<file path="src/rtl/regbank_write_port.sv">
// Write-port sequencer for the 16 x 32-bit register bank.
// Queues write requests in a small FIFO and issues one write per cycle to the
// bank as a one-hot select strobe plus data. A clear request waits for the
// queue to drain, then sweeps zeros into every register in ascending order.
module regbank_write_port #(
   parameter int DATA_W = 32,
   parameter int NREG   = 16,
   parameter int ADDR_W = 4,
   parameter int DEPTH  = 4
) (
   input  logic              clk,
   input  logic              rst,
   input  logic              wr_valid,
   output logic              wr_ready,
   input  logic [ADDR_W-1:0] wr_addr,
   input  logic [DATA_W-1:0] wr_data,
   input  logic              clr_req,
   output logic [NREG-1:0]   select,
   output logic [DATA_W-1:0] Din,
   output logic [2:0]        count,
   output logic              busy
);

   localparam int PTR_W = $clog2(DEPTH);
   localparam logic [2:0] FULL_CNT = 3'(DEPTH);
   localparam logic [NREG-1:0] ONE_HOT0 = NREG'(1);

   typedef enum logic {
      RUN,
      CLEAR
   } state_t;

   state_t state_q, state_d;
   logic clr_pending_q, clr_pending_d;
   logic [ADDR_W-1:0] idx_q, idx_d;
   logic [NREG-1:0] select_q, select_d;
   logic [DATA_W-1:0] din_q, din_d;
   logic [2:0] count_q, count_d;
   logic [PTR_W-1:0] wr_ptr_q, wr_ptr_d;
   logic [PTR_W-1:0] rd_ptr_q, rd_ptr_d;

   logic [ADDR_W-1:0] mem_addr_q [DEPTH];
   logic [DATA_W-1:0] mem_data_q [DEPTH];

   logic push;
   logic pop;

   // Handshake and issue qualifiers; ready ignores any same-cycle pop.
   always_comb begin
      wr_ready = (count_q != FULL_CNT) && !clr_pending_q && (state_q == RUN);
      push     = wr_valid && wr_ready;
      pop      = (state_q == RUN) && (count_q != 3'd0);
   end

   // FIFO pointer and occupancy bookkeeping.
   always_comb begin
      wr_ptr_d = wr_ptr_q;
      rd_ptr_d = rd_ptr_q;
      count_d  = count_q;
      if (push) begin
         wr_ptr_d = wr_ptr_q + PTR_W'(1);
      end
      if (pop) begin
         rd_ptr_d = rd_ptr_q + PTR_W'(1);
      end
      if (push && !pop) begin
         count_d = count_q + 3'd1;
      end else if (!push && pop) begin
         count_d = count_q - 3'd1;
      end
   end

   // Next-state logic: issue queued writes in RUN, sweep zeros in CLEAR.
   always_comb begin
      state_d       = state_q;
      clr_pending_d = clr_pending_q;
      idx_d         = idx_q;
      select_d      = '0;
      din_d         = din_q;
      case (state_q)
         RUN: begin
            if (pop) begin
               select_d = ONE_HOT0 << mem_addr_q[rd_ptr_q];
               din_d    = mem_data_q[rd_ptr_q];
            end
            if (clr_pending_q && (count_q == 3'd0)) begin
               state_d       = CLEAR;
               clr_pending_d = 1'b0;
               idx_d         = '0;
            end else if (clr_req) begin
               clr_pending_d = 1'b1;
            end
         end
         CLEAR: begin
            if (select_q[NREG-1]) begin
               state_d = RUN;
               idx_d   = '0;
            end else begin
               select_d = ONE_HOT0 << idx_q;
               din_d    = '0;
               idx_d    = idx_q + ADDR_W'(1);
            end
         end
         default: begin
            state_d = RUN;
         end
      endcase
   end

   // Control and output registers; reset discards all outstanding work.
   always_ff @(posedge clk or negedge rst) begin
      if (!rst) begin
         state_q       <= RUN;
         clr_pending_q <= 1'b0;
         idx_q         <= '0;
         select_q      <= '0;
         din_q         <= '0;
         count_q       <= '0;
         wr_ptr_q      <= '0;
         rd_ptr_q      <= '0;
      end else begin
         state_q       <= state_d;
         clr_pending_q <= clr_pending_d;
         idx_q         <= idx_d;
         select_q      <= select_d;
         din_q         <= din_d;
         count_q       <= count_d;
         wr_ptr_q      <= wr_ptr_d;
         rd_ptr_q      <= rd_ptr_d;
      end
   end

   // FIFO storage; contents are only meaningful behind valid pointers.
   always_ff @(posedge clk) begin
      if (push) begin
         mem_addr_q[wr_ptr_q] <= wr_addr;
         mem_data_q[wr_ptr_q] <= wr_data;
      end
   end

   // Status outputs derived from registered state.
   always_comb begin
      select = select_q;
      Din    = din_q;
      count  = count_q;
      busy   = (count_q != 3'd0) || clr_pending_q || (state_q == CLEAR) || (select_q != '0);
   end

endmodule
</file>
<file path="config.mk">
export PLATFORM = sky130hd
export DESIGN_NAME = regbank_write_port
export DESIGN_NICKNAME = d
export VERILOG_FILES = /design/src/rtl/regbank_write_port.sv
export SDC_FILE = /design/constraint.sdc
export NUM_CORES = 1
export LEC_CHECK = 0
export CAP_MARGIN = 5
export CELL_PAD_IN_SITES_DETAIL_PLACEMENT = 0
export CELL_PAD_IN_SITES_GLOBAL_PLACEMENT = 1
export CORE_ASPECT_RATIO = 2
export CORE_MARGIN = 10
export CORE_UTILIZATION = 48
export CTS_CLUSTER_SIZE = 10
export DETAILED_ROUTE_END_ITERATION = 10
export PLACE_DENSITY_LB_ADDON = 0.1
export SYNTH_ARGS = -nofsm -noshare
export SYNTH_HDL_FRONTEND = slang
export SYNTH_SLANG_ARGS = --single-unit
</file>
<file path="constraint.sdc">
create_clock -name clk -period 3.2 [get_ports clk]
set_input_delay 0.64 -clock clk [delete_from_list [all_inputs] [get_ports clk]]
set_output_delay 0.64 -clock clk [all_outputs]
set_load 0.01 [all_outputs]
</file>
==> results of run 1 <==
-- metal layers --
metal,global-route usage [%],vias up,part of all wire (%)
li1,-,1811,-
met1,15.35,2099,34
met2,28.50,127,57
met3,2.936,32,5.8
met4,6.395,0,2.9
met5,0,-,0
-- repair_timing --
action,4_1_cts,5_1_grt
resized for setup,0,1
setup buffers,0,0
endpoints found under the setup margin,0,1
-- power groups by stage --
| stage | sequential (W) | clock [W] | combinational (W) |
|---|---|---|---|
| floorplan | 0.00352 | 0 | 0.00149 |
| global placement | 0.00357 | 0 | 0.00243 |
| detailed placement | 0.00359 | 0 | 0.00247 |
| CTS | 0.00354 | 0.00245 | 0.00248 |
| global route | 0.00360 | 0.00257 | 0.00262 |
| finish | 0.00354 | 0.00238 | 0.00241 |
-- sequential cells by signal, indices dropped and copies added, names as in the netlist --
register,count
idx_q,4
clr_pending_q,1
rd_ptr_q,2
count,3
state_q,1
mem_data_q,128
Din,32
mem_addr_q,16
wr_ptr_q,2
select,16
-- through the flow --
stage                     cell area (µm²)  power, W  hold slack, ns
after floorplan                      7735  0.005013          0.3444
after global placement               8967  0.006000          0.4837
after global routing                 9664  0.008785          0.2801
after detailed placement             8967  0.006058          0.4938
after CTS                            9659  0.008471          0.2535
final                                9664  0.008339          0.2325
-- placed cells by master (no fill, tap or decap), drive strengths merged --
master | synthesis | final
nand4b | 1 | 1
nor3 | 1 | 1
or2 | 1 | 1
mux2 | 3 | 3
inv | 11 | 11
a22o | 35 | 35
mux4 | 36 | 36
edfxtp | 144 | 144
or3 | 1 | 1
nor2b | 1 | 1
a21oi | 3 | 3
clkbuf | 11 | 42
o311a | 1 | 1
nand2 | 8 | 8
or4 | 2 | 2
fa | 1 | 1
a21o | 2 | 2
o32ai | 3 | 3
nor2 | 3 | 3
nand2b | 5 | 5
nor4 | 5 | 5
buf | 6 | 14
or4b | 2 | 2
xor2 | 1 | 1
ha | 11 | 11
clkdlybuf4s50 | 0 | 91
and2 | 4 | 4
o31a | 1 | 1
clkinv | 0 | 1
o22ai | 12 | 12
and4 | 1 | 1
o31ai | 1 | 1
clkinvlp | 0 | 1
dfrtp | 61 | 61
nand3 | 4 | 4
xnor2 | 6 | 6
nand4 | 1 | 1
-- cell usage after synthesis (all sizes together) (5+ instances only) --
| master | number | area, µm² |
|---|---|---|
| edfxtp | 144 | 4324 |
| dfrtp | 61 | 1526 |
| mux4 | 36 | 810.8 |
| a22o | 35 | 306.5 |
| o22ai | 12 | 75.07 |
| clkbuf | 11 | 41.29 |
| ha | 11 | 137.6 |
| inv | 11 | 41.29 |
| nand2 | 8 | 30.03 |
| buf | 6 | 33.78 |
| xnor2 | 6 | 52.55 |
| nand2b | 5 | 31.28 |
| nor4 | 5 | 31.28 |
-- layout make-up --
cell class / instances / area, µm² / area share, %
Sequential cell: 205 / 5853 / 60.56
Clock inverter: 2 / 23.77 / 0.2460
Timing Repair Buffer: 105 / 1041 / 10.77
Tap cell: 201 / 251.5 / 2.602
Clock buffer: 42 / 668.1 / 6.914
Inverter: 11 / 41.29 / 0.4272
Multi-Input combinational cell: 156 / 1785 / 18.47
-- path summary, 6_finish.rpt --
kind	depth (start not counted)	slack, ns	end
setup reg to reg	8	0.83	count[2]$_DFFE_PN0P_
hold reg to reg	1	0.50	Din[16]$_DFFE_PN0P_
setup / recovery	4	0.32	busy
hold / removal	1	0.23	Din[14]$_DFFE_PN0P_
min in group clk	1	0.50	Din[16]$_DFFE_PN0P_
max in group asynchronous	1	2.36	rd_ptr_q[0]$_DFFE_PN0P_
-- logic make-up (layout without fill, tap and decap cells) --
group	count (synthesis)	after routing
XOR/XNOR	7	7
AO/OA/AOI/OAI	58	58
buffers and inverters	28	160
AND/OR/NAND/NOR	40	40
multiplexers	39	39
flip-flops	205	205
adder cells (fa/ha/maj)	12	12
==> results.ini, run 1 <==
[routing]
first_iter_violations = 201
via_count = 4069
wirelength_um = 16310
wire_per_inst_um = 22.59
dr.pass1.iters = 5
ant_nets = 0
drt-vias-per-instance = 5.636
route.detailed.drc = 0

[worst_setup_path]
critPathTopFamily = simple AND/OR/NAND/NOR gates
crit_slowest_cell = clkdlybuf4s50_1
path_cells = nor3_2 > and4_1 > nand3_1 > clkdlybuf4s50_1
worstSetupEndpointType = output port
cp.required_ns = 2.56
timing.rr.start = state_q$_DFF_PN0_
critPathLaunch = count[1]$_DFFE_PN0P_
cp_num_buf_inv = 1
critical_path_class = reg -> out
path_max_fanout = 8
crit_path_start_kind = register
worstPathArrival_ns = 2.24
slowest_delay_ns = 0.49

[yosys]
syn_inst = 389
yosys.area_share.adder_pct = 2.038
synth_ff_type = edfxtp_1
postSynth.asyncResetShare_pct = 29.76
syn_area_per_cell_um2 = 19.88
yosysSeqAreaShare_pct = 75.64
ys.warnings.count = 0
synth_top_family_by_area = multiplexers
synth_cell_type_count = 37
synth_seq_cells = 205
synth-compound-area-share_pct = 6.066
synth_edf_count = 144
synth-simple-area-share_pct = 3.041
synthMuxAreaShare_pct = 10.92
syn_nets = 441
synth_area_um2 = 7735
synth_xor_area_share_pct = 0.7926

[sta]
hold_viol = 0
rsz0062_at_grt = no
fin_crit_sh_pct = 89.99
tightest_slew_ns = 0.8360
tns_ns = 0
finalClockSkew_ns = 0.009993
finalSetupViolCount = 0
finalMaxSlewViolations = 0
max-slew-margin-rel_pct = 44.27
fin_crit_ns = 2.880
fin_ws_ns = 0.3203
fmaxAchievable_mhz = 347.3

[final_layout]
fin_util_pct = 61.25
synthToLayoutAreaGrowth_pct = 24.94
layout.nets = 555
antenna_cells = 0
nFillCells = 1164
layout-drive-gt1-share_pct = 17.27
fin_cells = 722

[global_route]
grt_usage_pct = 15.09
grt.overflow.total = 0
grt_pass1_vias = 4532
antenna_found_initial = 0
grt_max_degree = 62
grt_pass1_wl_um = 24900

[pwr]
p_sw_share_pct = 29.43
comb_power_share_pct = 29.0
powerDensity_nw_per_um2 = 862.9
clockPowerShare_pct = 28.6
seqPwrFrac_pct = 42.5
p_sw_w = 0.002454
peakVddDrop_v = 0.0005216
power_leakage_nw = 3.489
intPower_w = 0.005885

[die]
start_util_pct = 49.02
die_x_um = 109.8
core_area_um2 = 15780
num_rows = 65
ios = 93
dieArea_um2 = 21900
die_h_um = 199.5

[outcome]
status = completed

[clock_network]
cts_num_sinks = 205
insertion_delay_ns = 0.51
ctsRootBufferMaster = clkbuf_16
clk_pin_slew_ns = 0.06
cts_buffers = 24
cts_tree = built
cts_htree_levels = 1
clock_path_buffers = 3
holdBufCountCts = 0

[place]
place.gp.congestion = 0.8372
placed_cells = 678
portBuffers = 92
place_hpwl_um = 10750
place_ws_ns = 0.5428

[hold_path]
hold_path_class = in -> async

[flow_run]
cap_violations = 0

(Power assumes the default switching activity.)
==> run 2: changes to the inputs <==
- CORE_UTILIZATION: 48 -> 25
==> results.ini, run 2 (synthesis gave the netlist of run 1 again) <==
[sta]
hold_viol = 0
max-slew-margin-rel_pct = 31.46
fin_crit_sh_pct = 92.73
tns_ns = 0
rsz0062_at_grt = no
fmaxAchievable_mhz = 337.0
fin_crit_ns = 2.967
finalClockSkew_ns = 0.009363
fin_ws_ns = 0.2328
finalSetupViolCount = 0
finalMaxSlewViolations = 0
tightest_slew_ns = 1.026

[worst_setup_path]
critical_path_class = reg -> out
crit_path_start_kind = register
path_max_fanout = 2
worstSetupEndpointType = output port
worstPathArrival_ns = 2.33
cp.required_ns = 2.56

[place]
place_ws_ns = 0.2680
portBuffers = 92
place_hpwl_um = 13250
place.gp.congestion = 0.7098
placed_cells = 846

[die]
dieArea_um2 = 38800
die_x_um = 144.4
die_h_um = 268.8
core_area_um2 = 30740
ios = 93
num_rows = 91
start_util_pct = 25.16

[final_layout]
fin_cells = 888
largest_reg_flops = 128
final_common_cell = edfxtp_1
multi_input_area_um2 = 1782
top_register = mem_data_q
seq_area_um2 = 5856
layout_common_cells = edfxtp_1, clkdlybuf4s50_1, dfrtp_1
nFillCells = 3009
layout.nets = 552
layout-drive-gt1-share_pct = 16.86
antenna_cells = 0
synthToLayoutAreaGrowth_pct = 27.82

[pwr]
seqPwrFrac_pct = 41.7
powerDensity_nw_per_um2 = 860.1
p_sw_w = 0.002578
peakVddDrop_v = 0.0003892
clockPowerShare_pct = 29.3
power_leakage_nw = 3.486
intPower_w = 0.005925
p_sw_share_pct = 30.32
comb_power_share_pct = 29.0

[global_route]
grt_max_degree = 62
grt_usage_pct = 10.44
antenna_found_initial = 0
grt_pass1_vias = 4585
grt.overflow.total = 0
grt_pass1_wl_um = 29890

[routing]
first_iter_violations = 200
wirelength_um = 19930
wire_per_inst_um = 22.45
route.detailed.drc = 0
ant_nets = 0
via_count = 4052
dr.pass1.iters = 4
drt-vias-per-instance = 4.563

[outcome]
status = completed

[clock_network]
cts_num_sinks = 205
cts_buffers = 24
holdBufCountCts = 0
postCtsSetupRepairBufs = 0
cts_resized = 0
clk_pin_slew_ns = 0.06
ctsRootBufferMaster = clkbuf_16
clock_path_buffers = 3
cts_tree = built
insertion_delay_ns = 0.51
cts_htree_levels = 1

[flow_run]
cap_violations = 0

[hold_path]
hold_path_class = in -> async

## run 2: worst max-delay path, stage by stage, from the launching register on
cell and delay (ns):
dfrtp_1 0.37, nor4_1 0.52, and4_1 0.26, nand3_1 0.13
clkdlybuf4s50_1 0.54
## run 2: power by group through the flow
stage                     Sequential, W  Combinational [W]  Clock [W]
after CTS                       0.00357            0.00257    0.00259
after global routing            0.00362            0.00270    0.00270
after global placement          0.00361            0.00256          0
after floorplan                 0.00352            0.00149          0
final                           0.00355            0.00247    0.00249
after detailed placement        0.00361            0.00257          0
## run 2: final timing paths
path | startpoint | end | slack (ns) | depth (start not counted)
hold / removal | rst | Din[19]$_DFFE_PN0P_ | 0.22 | 1
hold reg to reg | Din[9]$_DFFE_PN0P_ | Din[9]$_DFFE_PN0P_ | 0.51 | 1
min in group clk | Din[9]$_DFFE_PN0P_ | Din[9]$_DFFE_PN0P_ | 0.51 | 1
setup reg to reg | count[0]$_DFFE_PN0P_ | count[1]$_DFFE_PN0P_ | 0.33 | 8
setup / recovery | select[1]$_DFF_PN0_ | busy | 0.23 | 4
max in group asynchronous | rst | rd_ptr_q[0]$_DFFE_PN0P_ | 2.32 | 1
## run 2: area by class of cell
| class | count | area share, % |
|---|---|---|
| clock buffer | 42 | 7.074 |
| inverter | 11 | 0.4176 |
| multi-input combinational | 156 | 18.02 |
| sequential | 205 | 59.23 |
| tap | 372 | 4.708 |
| timing repair buffer | 102 | 10.55 |
## run 2: per-stage QoR
stage / hold WS [ns] / instance area [µm²] / util, % / total power [W]
finish: 0.2204 / 9887 / 32.16 / 0.008503
global route: 0.2951 / 9887 / 32.16 / 0.009017
CTS: 0.2501 / 9887 / 32.16 / 0.008729
detailed placement: 0.4961 / 9188 / 29.89 / 0.006180
global placement: 0.5000 / 9188 / 29.89 / 0.006165
floorplan: 0.3444 / 7735 / - / 0.005013
## run 2: routing by layer
layer  track usage [%]  wire, µm
met2             20.09     11370
met1             10.70      7079
met5                 0         0
met4             3.595       510
met3             2.133       975
==> run 3: changes to the inputs <==
- GPL_ROUTABILITY_DRIVEN: default -> 0
- GPL_TIMING_DRIVEN: default -> 0
==> results.ini, run 3 (synthesis gave the netlist of run 1 again) <==
[sta]
tns_ns = 0
finalMaxSlewViolations = 0
tightest_slew_ns = 0.7748
max-slew-margin-rel_pct = 48.35
fin_crit_sh_pct = 95.52
fin_ws_ns = 0.1435
fin_crit_ns = 3.057
hold_viol = 0
finalClockSkew_ns = 0.01311
finalSetupViolCount = 0
rsz0062_at_grt = no
fmaxAchievable_mhz = 327.2

[final_layout]
layout.nets = 565
top_register = mem_data_q
layout-drive-gt1-share_pct = 15.63
final_common_cell = edfxtp_1
fin_cells = 903
layout_common_cells = edfxtp_1, clkdlybuf4s50_1, dfrtp_1
synthToLayoutAreaGrowth_pct = 28.58
multi_input_area_um2 = 1778
seq_area_um2 = 5851
antenna_cells = 0
nFillCells = 2994
largest_reg_flops = 128
stdcell_area_um2 = 9946

[worst_setup_path]
crit_path_start_kind = register
ff2ff_path_depth = 9
rrSetupSlack_ns = 0.63
timing.rr.start = count[1]$_DFFE_PN0P_
worstSetupEndpointType = output port
critical_path_class = reg -> out
path_max_fanout = 8
worstPathArrival_ns = 2.42
cp.required_ns = 2.56
reg2reg_to = count[2]$_DFFE_PN0P_

[pwr]
peakVddDrop_v = 0.0003416
power_leakage_nw = 3.508
powerDensity_nw_per_um2 = 860.2
total_power_w = 0.008556

[die]
dieArea_um2 = 38800
core_area_um2 = 30740
die_h_um = 268.8
die_x_um = 144.4
start_util_pct = 25.16
num_rows = 91
ios = 93

[routing]
route.detailed.drc = 0
drt-vias-per-instance = 4.575
dr.pass1.iters = 4
via_count = 4131
wirelength_um = 20260
ant_nets = 0
wire_per_inst_um = 22.44
first_iter_violations = 154

[clock_network]
postCtsSetupRepairBufs = 0
insertion_delay_ns = 0.52
cts_num_sinks = 205
cts_tree = built
ctsRootBufferMaster = clkbuf_16
clock_path_buffers = 3
cts_htree_levels = 1
clk_pin_slew_ns = 0.06
cts_buffers = 24

[global_route]
grt.busiest_layer = met2
use_met1_pct = 11.04
grt_util_met3_pct = 2.274
grt_pass1_wl_um = 30030
grt_usage_pct = 10.53
use_met2_pct = 19.70
grt_pass1_vias = 4762
grt.overflow.total = 0
antenna_found_initial = 0
grt_max_degree = 56

[place]
placed_cell_area_um2 = 9231
portBuffers = 92
place_ws_ns = 0.1828
place_hpwl_um = 13390
placed_cells = 858

[flow_run]
cap_violations = 0

[outcome]
status = completed

[hold_path]
hold_path_class = in -> async

-- run 3: worst max-delay path: stages, from the launching register on --
cell	delay [ns]
dfrtp_1	0.48
nor3_2	0.57
and4_1	0.28
nand3_1	0.07
clkdlybuf4s50_1	0.51
-- run 3: stage by stage --
step,utilization (%),hold slack [ns]
4_1_cts,32.35,0.5028
5_1_grt,32.35,0.5280
2_1_floorplan,-,0.3444
3_3_place_gp,29.67,0.4974
6_report,32.35,0.5080
3_5_place_dp,30.03,0.4810
-- run 3: power by group --
group | leakage [nW] | internal, W | switching (W)
logic | 1.09 | 0.00129 | 0.00133
clock network | 0.334 | 0.00145 | 0.00104
registers | 2.09 | 0.00320 | 0.000251
-- run 3: how the worst max path moves through the flow --
stage / from / end / slack (ns)
after global placement: rst / Din[6]$_DFFE_PN0P_ / -1.13
final: count[1]$_DFFE_PN0P_ / busy / 0.14
after detailed placement: count[0]$_DFFE_PN0P_ / count[2]$_DFFE_PN0P_ / 0.18
after floorplan: wr_valid / mem_addr_q[0][0]$_DFFE_PP_ / 0.98
after global routing: count[1]$_DFFE_PN0P_ / busy / 0.009
after CTS: count[1]$_DFFE_PN0P_ / busy / 0.08
-- run 3: layout make-up --
class                   instances  share of cell area, %
flip-flops and latches        205                  58.82
multi-input cells             156                  17.88
repair buffers                 98                  10.42
clock buffers                  43                  6.969
well taps                     372                  4.680
plain buffers                  17                 0.7548
inverters                      11                 0.4151
clock inverters                 1                0.06290
-- run 3: timing repair --
item / in CTS / in global routing
gates resized for setup: 1 / 0
endpoints found under the setup margin: 1 / 0
hold endpoints to repair: 6 / 0
hold buffers: 1 / 0
-- run 3: routing by layer --
layer / wire (µm) / part of all wire (%)
met3: 1010 / 5.0
met2: 11360 / 56
met5: 0 / 0
met4: 536 / 2.6
met1: 7358 / 36
